$ cat src/rtl/fp_divsqrt_requester.sv
// rtl/fp_divsqrt_requester.sv - issue-side initiator for the shared FP32 div/sqrt unit
module fp_divsqrt_requester #(
  parameter int AL_PTR_WIDTH   = 6,
  parameter int TIMEOUT_CYCLES = 64
) (
  input  logic                    i_clk,
  input  logic                    i_rst,
  input  logic                    i_issueValid,
  output logic                    o_issueReady,
  input  logic                    i_issueIsDivide,
  input  logic [31:0]             i_issueOpA,
  input  logic [31:0]             i_issueOpB,
  input  logic [AL_PTR_WIDTH-1:0] i_issueAlPtr,
  input  logic                    i_unitFree,
  input  logic                    i_unitFinished,
  input  logic [31:0]             i_unitResult,
  output logic                    o_unitAcquire,
  output logic [AL_PTR_WIDTH-1:0] o_unitAcquirePtr,
  output logic                    o_unitReq,
  output logic                    o_unitIsDivide,
  output logic [31:0]             o_unitDataA,
  output logic [31:0]             o_unitDataB,
  output logic                    o_unitRelease,
  output logic                    o_wbValid,
  input  logic                    i_wbReady,
  output logic [AL_PTR_WIDTH-1:0] o_wbAlPtr,
  output logic [31:0]             o_wbData,
  input  logic                    i_flushValid,
  input  logic                    i_flushAll,
  input  logic [AL_PTR_WIDTH-1:0] i_flushHead,
  input  logic [AL_PTR_WIDTH-1:0] i_flushTail,
  output logic                    o_timeoutErr
);

  localparam int CNT_W = $clog2(TIMEOUT_CYCLES + 1);
  localparam logic [CNT_W-1:0] CNT_MAX = CNT_W'(TIMEOUT_CYCLES);
  localparam logic [CNT_W-1:0] CNT_LAST = CNT_W'(TIMEOUT_CYCLES - 1);

  typedef enum logic [1:0] {S_IDLE, S_REQ, S_WAIT, S_WB} state_t;

  state_t                  r_state;
  logic                    r_isDivide;
  logic [31:0]             r_dataA;
  logic [31:0]             r_dataB;
  logic [31:0]             r_result;
  logic [AL_PTR_WIDTH-1:0] r_ptr;
  logic [CNT_W-1:0]        r_waitCnt;
  logic                    r_timeoutErr;

  logic w_flushIssue;
  logic w_flushLatched;
  logic w_accept;
  logic w_wbValid;
  logic w_release;

  // Range test on the circular active list; head==tail is an empty range unless flushAll
  function automatic logic flush_hit(
    input logic                    vld,
    input logic                    all,
    input logic [AL_PTR_WIDTH-1:0] head,
    input logic [AL_PTR_WIDTH-1:0] tail,
    input logic [AL_PTR_WIDTH-1:0] p
  );
    if (!vld) return 1'b0;
    if (all) return 1'b1;
    if (head <= tail) return (p >= head) && (p < tail);
    return (p >= head) || (p < tail);
  endfunction

  assign w_flushIssue   = flush_hit(i_flushValid, i_flushAll, i_flushHead, i_flushTail, i_issueAlPtr);
  assign w_flushLatched = flush_hit(i_flushValid, i_flushAll, i_flushHead, i_flushTail, r_ptr);

  // Handshake strobes are gated by reset so every output reads 0 while rst is held
  assign o_issueReady = !i_rst && (r_state == S_IDLE) && i_unitFree;
  assign w_accept     = o_issueReady && i_issueValid && !w_flushIssue;
  assign w_wbValid    = !i_rst && (r_state == S_WB) && !w_flushLatched;
  assign w_release    = w_wbValid && i_wbReady;

  assign o_unitAcquire    = w_accept;
  assign o_unitAcquirePtr = w_accept ? i_issueAlPtr : '0;
  assign o_unitReq        = !i_rst && (r_state == S_REQ) && !w_flushLatched;
  assign o_unitRelease    = w_release;
  assign o_wbValid        = w_wbValid;
  assign o_unitIsDivide   = r_isDivide;
  assign o_unitDataA      = r_dataA;
  assign o_unitDataB      = r_dataB;
  assign o_wbAlPtr        = r_ptr;
  assign o_wbData         = r_result;
  assign o_timeoutErr     = r_timeoutErr;

  // Request FSM: acquire, single-cycle req, wait for result, hold for writeback; flush aborts any busy state
  always_ff @(posedge i_clk) begin
    if (i_rst) begin
      r_state      <= S_IDLE;
      r_isDivide   <= 1'b0;
      r_dataA      <= '0;
      r_dataB      <= '0;
      r_result     <= '0;
      r_ptr        <= '0;
      r_waitCnt    <= '0;
      r_timeoutErr <= 1'b0;
    end else begin
      case (r_state)
        S_IDLE: begin
          if (w_accept) begin
            r_isDivide <= i_issueIsDivide;
            r_dataA    <= i_issueOpA;
            r_dataB    <= i_issueOpB;
            r_ptr      <= i_issueAlPtr;
            r_state    <= S_REQ;
          end
        end
        S_REQ: begin
          if (w_flushLatched) begin
            r_state <= S_IDLE;
          end else begin
            r_waitCnt <= '0;
            r_state   <= S_WAIT;
          end
        end
        S_WAIT: begin
          if (w_flushLatched) begin
            r_state <= S_IDLE;
          end else begin
            if (r_waitCnt != CNT_MAX) r_waitCnt <= r_waitCnt + 1'b1;
            if (r_waitCnt == CNT_LAST) r_timeoutErr <= 1'b1;
            if (i_unitFinished) begin
              r_result <= i_unitResult;
              r_state  <= S_WB;
            end
          end
        end
        S_WB: begin
          if (w_flushLatched || w_release) r_state <= S_IDLE;
        end
        default: r_state <= S_IDLE;
      endcase
    end
  end

endmodule

$ cat config.mk
export PLATFORM = sky130hd
export DESIGN_NAME = fp_divsqrt_requester
export DESIGN_NICKNAME = d
export VERILOG_FILES = /design/src/rtl/fp_divsqrt_requester.sv
export SDC_FILE = /design/constraint.sdc
export NUM_CORES = 1
export LEC_CHECK = 0
export ABC_AREA = 1
export ABC_CLOCK_PERIOD_IN_PS = 4000
export CAP_MARGIN = 0
export CORE_MARGIN = 3
export CORE_UTILIZATION = 40
export DETAILED_ROUTE_END_ITERATION = 7
export HOLD_SLACK_MARGIN = 0.08
export PLACE_DENSITY = 0.85
export SLEW_MARGIN = 5
export SYNTH_ARGS = -nofsm -noshare
export SYNTH_HDL_FRONTEND = slang
export SYNTH_SLANG_ARGS = --single-unit
$ cat constraint.sdc
create_clock -name i_clk -period 4 [get_ports i_clk]
set_input_delay 0.8 -clock i_clk [delete_from_list [all_inputs] [get_ports i_clk]]
set_output_delay 0.8 -clock i_clk [all_outputs]
set_load 0.05 [all_outputs]
# [After elaboration in Yosys (flattened, before gate mapping)]
# Index checks and enable logic that the tools add are counted.
# W data, S select, Z words.
[word_totals] ff_bits=113 in_bits=123 output_inout_bits=115 wordCells=76
[classes] n_addsub=1 n_lt_le_gt_ge=5 eq_ne=11 muxes=26 bitwise=1 reduce_logical=24
[op_table] op="$mux W7" count=3
[op_table] op="$mux W1" count=15
[op_table] op="$pmux W7 S2" count=1
[op_table] op="$ge A6 B6 Y1" count=2
[op_table] op="$lt A6 B6 Y1" count=2
[op_table] op="$logic_and A1 B1 Y1" count=11
[op_table] op="$mux W2" count=5
[op_table] op="$reduce_and A3 Y1" count=3
[op_table] op="$ne A2 B2 Y1 const B" count=4
[op_table] op="$pmux W2 S4" count=1
[op_table] op="$add A7 B1 Y7 const B" count=1
[op_table] op="$eq A7 B6 Y1 const B" count=1
[op_table] op="$ne A7 B7 Y1 const B" count=1
[op_table] op="$le A6 B6 Y1" count=1
[op_table] op="$mux W6" count=1
[op_table] op="$eq A2 B2 Y1 const B" count=2
[op_table] op="$reduce_and A4 Y1" count=1
[op_table] op="$logic_not A1 Y1" count=3
[op_table] op="$logic_or A1 B1 Y1" count=3
[op_table] op="$ne A3 B3 Y1 const B" count=1
[op_table] op="$eq A2 B1 Y1 const B" count=1
[op_table] op="$logic_not A2 Y1" count=1
[op_table] op="$ne A2 B1 Y1 const B" count=1
[op_table] op="$reduce_and A2 Y1" count=1
[op_table] op="other kinds (2)" count=2

# [Logic depth before layout (Yosys ltp)]
[logic_depth] word_depth=13 mapped_depth=19 ltp_nobuf=18

# [Least setup slack after synthesis]
# OpenSTA, ideal clock, no wires.
[synth_timing] path_type="input to output" start="input i_flushHead[5]" end="output o_unitRelease" t_arrival_ns=2.877 required_ns=3.200 slack_ns=0.323 path_stages=13 path_buffers=0 cell_sequence="inv_1 > ha_1 > nand2_1 > inv_1 > a21oi_2 > nand2_1 > inv_1 > nand2_1 > nand2_1 > nand2_2 > nand2_4 > nand2_1 > nor3_1"
[synth_between] elab_chain_len=10 elab_cells_between_ends=14 cone_classes="order compare (2); mux (7); reduce/logical (5)"
[synth_lines] element="from (decl)" line="30" text="input logic [AL_PTR_WIDTH-1:0] i_flushHead,"
[synth_lines] element="$le A6 B6 Y1" line="66" text="if (head <= tail) return (p >= head) && (p < tail);"
[synth_lines] element="$mux W1 (2 in a row)" line="66"
[synth_lines] element="$mux W1" line="65" text="if (all) return 1'b1;"
[synth_lines] element="$mux W1 *" line="67" text="return (p >= head) || (p < tail);"
[synth_lines] element="$mux W1 *" line="66"
[synth_lines] element="$mux W1 *" line="65"
[synth_lines] element="$logic_not A1 Y1 *" line="76" text="assign w_wbValid = !i_rst && (r_state == S_WB) && !w_flushLatched;"
[synth_lines] element="$logic_and A1 B1 Y1 *" line="76"
[synth_lines] element="$logic_and A1 B1 Y1 *" line="77" text="assign w_release = w_wbValid && i_wbReady;"
[synth_lines] element="to (decl)" line="23" text="output logic o_unitRelease,"
# Mark *: on every way between the ends. The rest lies on a longest branch, timed or not. The select of a mux whose other input is x is not followed.

# [Worst setup path after layout]
[layout_timing] start="input i_flushTail[5]" end="output o_unitAcquirePtr[0]"
[layout_between] elab_chain_len=10 elab_cells_between_ends=14 cone_classes="order compare (2); mux (8); reduce/logical (4)"
[layout_lines] element="from (decl)" line="31" text="input logic [AL_PTR_WIDTH-1:0] i_flushTail,"
[layout_lines] element="$le A6 B6 Y1" line="66"
[layout_lines] element="$mux W1 (2 in a row)" line="66"
[layout_lines] element="$mux W1" line="65"
[layout_lines] element="$mux W1 *" line="67"
[layout_lines] element="$mux W1 *" line="66"
[layout_lines] element="$mux W1 *" line="65"
[layout_lines] element="$logic_not A1 Y1 *" line="75" text="assign w_accept = o_issueReady && i_issueValid && !w_flushIssue;"
[layout_lines] element="$logic_and A1 B1 Y1 *" line="75"
[layout_lines] element="$mux W6 *" line="80" text="assign o_unitAcquirePtr = w_accept ? i_issueAlPtr : '0;"
[layout_lines] element="to (decl)" line="18" text="output logic [AL_PTR_WIDTH-1:0] o_unitAcquirePtr,"
# Marked as above.

==> qor.csv <==
stage;metric;value;unit
timing;slew margin rel.;42.6;%
cells_and_area;synthesis-to-finish area growth;62.0;%
cts;CTS resizes;0;
worst_setup_path;Crit. End Element;output port;
floorplan;number of cell rows;40;
synthesis;Post-synth top flop;dfxtp_1;
cts;CTS tree;built;
worst_setup_path;Worst EP arrival;2.93;ns
cells_and_area;Nets;1058;
cells_and_area;fraction of layout cells with a size suffix above 1;7.63;%
cells_and_area;filler cell count;994;
synthesis;post-synth cell types;33;
cts;clk sinks;113;
cts;number of CTS-inserted buffers;17;
synthesis;Commonest cells post-synth;nor2_1 (224), dfxtp_1 (113), o21ai_0 (82);
cells_and_area;register area;0.00226;mm²
placed_design;DP HPWL;10800;µm
run_status;status;completed;
floorplan;Die Y;119;µm
timing;Layout Skew;0.00955;ns
cts;Clock Latency Late Sink;0.41;ns
placed_design;Port Buffers;237;
cts;setup repair bufs after CTS;0;
cells_and_area;Final Util;67.3;%
grt;number of global-route vias before repair;4999;
floorplan;Die Area;0.0141;mm²
floorplan;Starting Density;41.6;%
cells_and_area;ANT cells;0;
worst_hold_path;hold path cells;2;
worst_setup_path;CP Launch Type;input pin;
grt;GRT Residual Overflow;0;
placed_design;Placement Cell Area;0.00758;mm²
job;Max-Cap Viols;0;
cts;root buffer cell;clkbuf_16;
routing;Final ANT Viol Nets;0;
floorplan;core area;0.0122;mm²
synthesis;#FFs+latches synth;113;
timing;Final Hold Viols;0;
synthesis;Mapped Area;0.00507;mm²
synthesis;top-count cell post-synth;nor2_1;
routing;Total Wirelength;15300;µm
synthesis;Syn Area/Cell;7.50;µm²
synthesis;Synth Instances;677;
routing;via count;5099;
synthesis;post-synth top area cell;dfxtp_1;
worst_setup_path;Worst Path Class, Setup;input pin to output port;
timing;RSZ-0062 raised after global routing;no;
routing;1st-pass router iterations;6;
timing;Max Fclk;268;MHz
routing;# DRC;0;
synthesis;Yosys warnings;0;
synthesis;largest cells by area after synthesis;dfxtp_1 (45%), nor2_1 (17%), o21ai_0 (8.1%);
worst_setup_path;R2R cell count;15;
synthesis;Post-synth EDFFs;0;
timing;worst slew pin tran;0.861;ns
timing;min Tclk post-route;3.73;ns
power_and_ir_drop;PD cells;497;mW/mm²
power_and_ir_drop;VDD IR max;0.352;mV
timing;max-slew violations;0;
worst_hold_path;worst hold path type;flop to flop;
cts;CTS Hold Buffers Added;0;
routing;DRT iter0 DRCs;282;
routing;WL/cell;14.1;µm
synthesis;register area share after synthesis;44.6;%
cts;H-tree depth;4;
worst_setup_path;Worst EP required;3.20;ns
synthesis;share of flip-flops with an asynchronous set or reset;0;%
synthesis;synthesized net count;830;
cts;Bufs on Longest Clock Path;2;
timing;Final setup viols;0;
cells_and_area;post-route cell area;0.00822;mm²
placed_design;gpl congestion;0.849;
power_and_ir_drop;leakage;3.45;nW
cts;clock slew at reported path FFs;0.05;ns
floorplan;io pins;238;
timing;final critical-path share of the clock period;93.1;%
timing;final hold slack;0.450;ns
grt;GRT Total Usage;21.7;%
synthesis;share of the synthesized area in the top cell type;44.6;%
power_and_ir_drop;Total Power;4.09;mW
floorplan;Die X;119;µm
grt;first-pass GRT wire length;24600;µm
worst_setup_path;CP max FO;24;
cells_and_area;area of the multi-input gates;0.00240;mm²
grt;largest net degree at the start of global routing;100;
timing;TNS Setup;0;ns
grt;antenna violations before repair;0;
routing;vias per inst;4.70;
[final cells by class]
class / instances / share of cell area, %
inverters: 49 / 2.27
repair buffers: 242 / 30.6
clock inverters: 10 / 2.21
multi-input cells: 482 / 29.2
well taps: 168 / 2.56
clock buffers: 22 / 5.65
flip-flops and latches: 113 / 27.5
[path summary, 6_finish.rpt]
kind / startpoint / end / slack, ns
worst max register to register: o_wbAlPtr[5] / o_wbData[5] / 1.70
worst min register to register: o_timeoutErr / o_timeoutErr / 0.45
worst max-delay path: i_flushTail[5] / o_unitAcquirePtr[0] / 0.27
worst min-delay path: o_timeoutErr / o_timeoutErr / 0.45
[layer usage]
| layer | share of wire, % | track usage [%] | up-vias |
|---|---|---|---|
| met5 | 0 | 0 | - |
| met4 | 2.3 | 8.91 | 0 |
| met3 | 7.0 | 7.51 | 28 |
| met2 | 50 | 37.1 | 175 |
| met1 | 41 | 24.6 | 2280 |
| li1 | - | - | 2616 |
[state kept, by name, summed over array words and instances, names as in the netlist]
signal,count
o_unitDataA,32
o_unitDataB,32
o_wbData,32
r_waitCnt,7
o_wbAlPtr,6
r_state,2
o_timeoutErr,1
o_unitIsDivide,1
[worst max-delay path, cell delays in order]
cell and delay [ns]:
clkdlybuf4s50_1 0.45, inv_1 0.07, ha_1 0.31, nand2_2 0.11
inv_1 0.04, nand2_1 0.07, nand3_2 0.07, nand2_2 0.09
nor2_1 0.05, nor2_1 0.07, nand2_1 0.07, nand2_2 0.08
nand2_4 0.17, nor2_1 0.30, buf_12 0.18
[layout by cell type (no fill, tap or decap), types with 3 or more instances in the layout]
master           synthesis  layout
o21ai_1                 17      17
nand2_2                  5       5
a21oi_1                 20      20
buf_4                    1       5
nand3_1                 17      17
inv_2                    2       3
xor2_1                   4       4
inv_1                   45      45
clkbuf_1                15       3
ha_1                    30      30
buf_12                   0      11
nor2_1                 224     224
nor2_2                   5       5
nand2_4                  3       3
clkbuf_16                0      17
o21ai_0                 82      82
clkdlybuf4s50_1          0     226
nand2_1                 60      60
dfxtp_1                113     113
clkinv_2                 0       3
bufinv_16                0       5
[cells by family (layout without fill, tap and decap cells)]
family	count (synthesis)	in the layout	share of synthesized area, %
and+or+nand+nor	324	324	26.6
AOI/OAI and AO/OA	124	124	12.5
xor gates and xnor gates	4	4	0.690
adders and majority gates	30	30	7.40
DFF	113	113	44.6
buffers and inverters	82	323	8.19
[report_power, final]
group | switching [mW] | total [mW] | leakage, nW | internal [mW]
sequential | 0.0578 | 1.30 | 0.917 | 1.24
clock | 0.500 | 1.63 | 0.314 | 1.13
combinational | 0.737 | 1.16 | 2.22 | 0.423
total | 1.29 | 4.09 | 3.45 | 2.80
[through the flow]
| step | instances | worst slack [ns] |
|---|---|---|
| detailed placement | 1054 | 0.262 |
| CTS | 1086 | 0.261 |
| finish | 1086 | 0.274 |
| global route | 1086 | 0.0819 |
| global placement | 1054 | 0.304 |
| floorplan | 677 | 0.323 |
No activity file was read; power rests on OpenSTA's default activity.
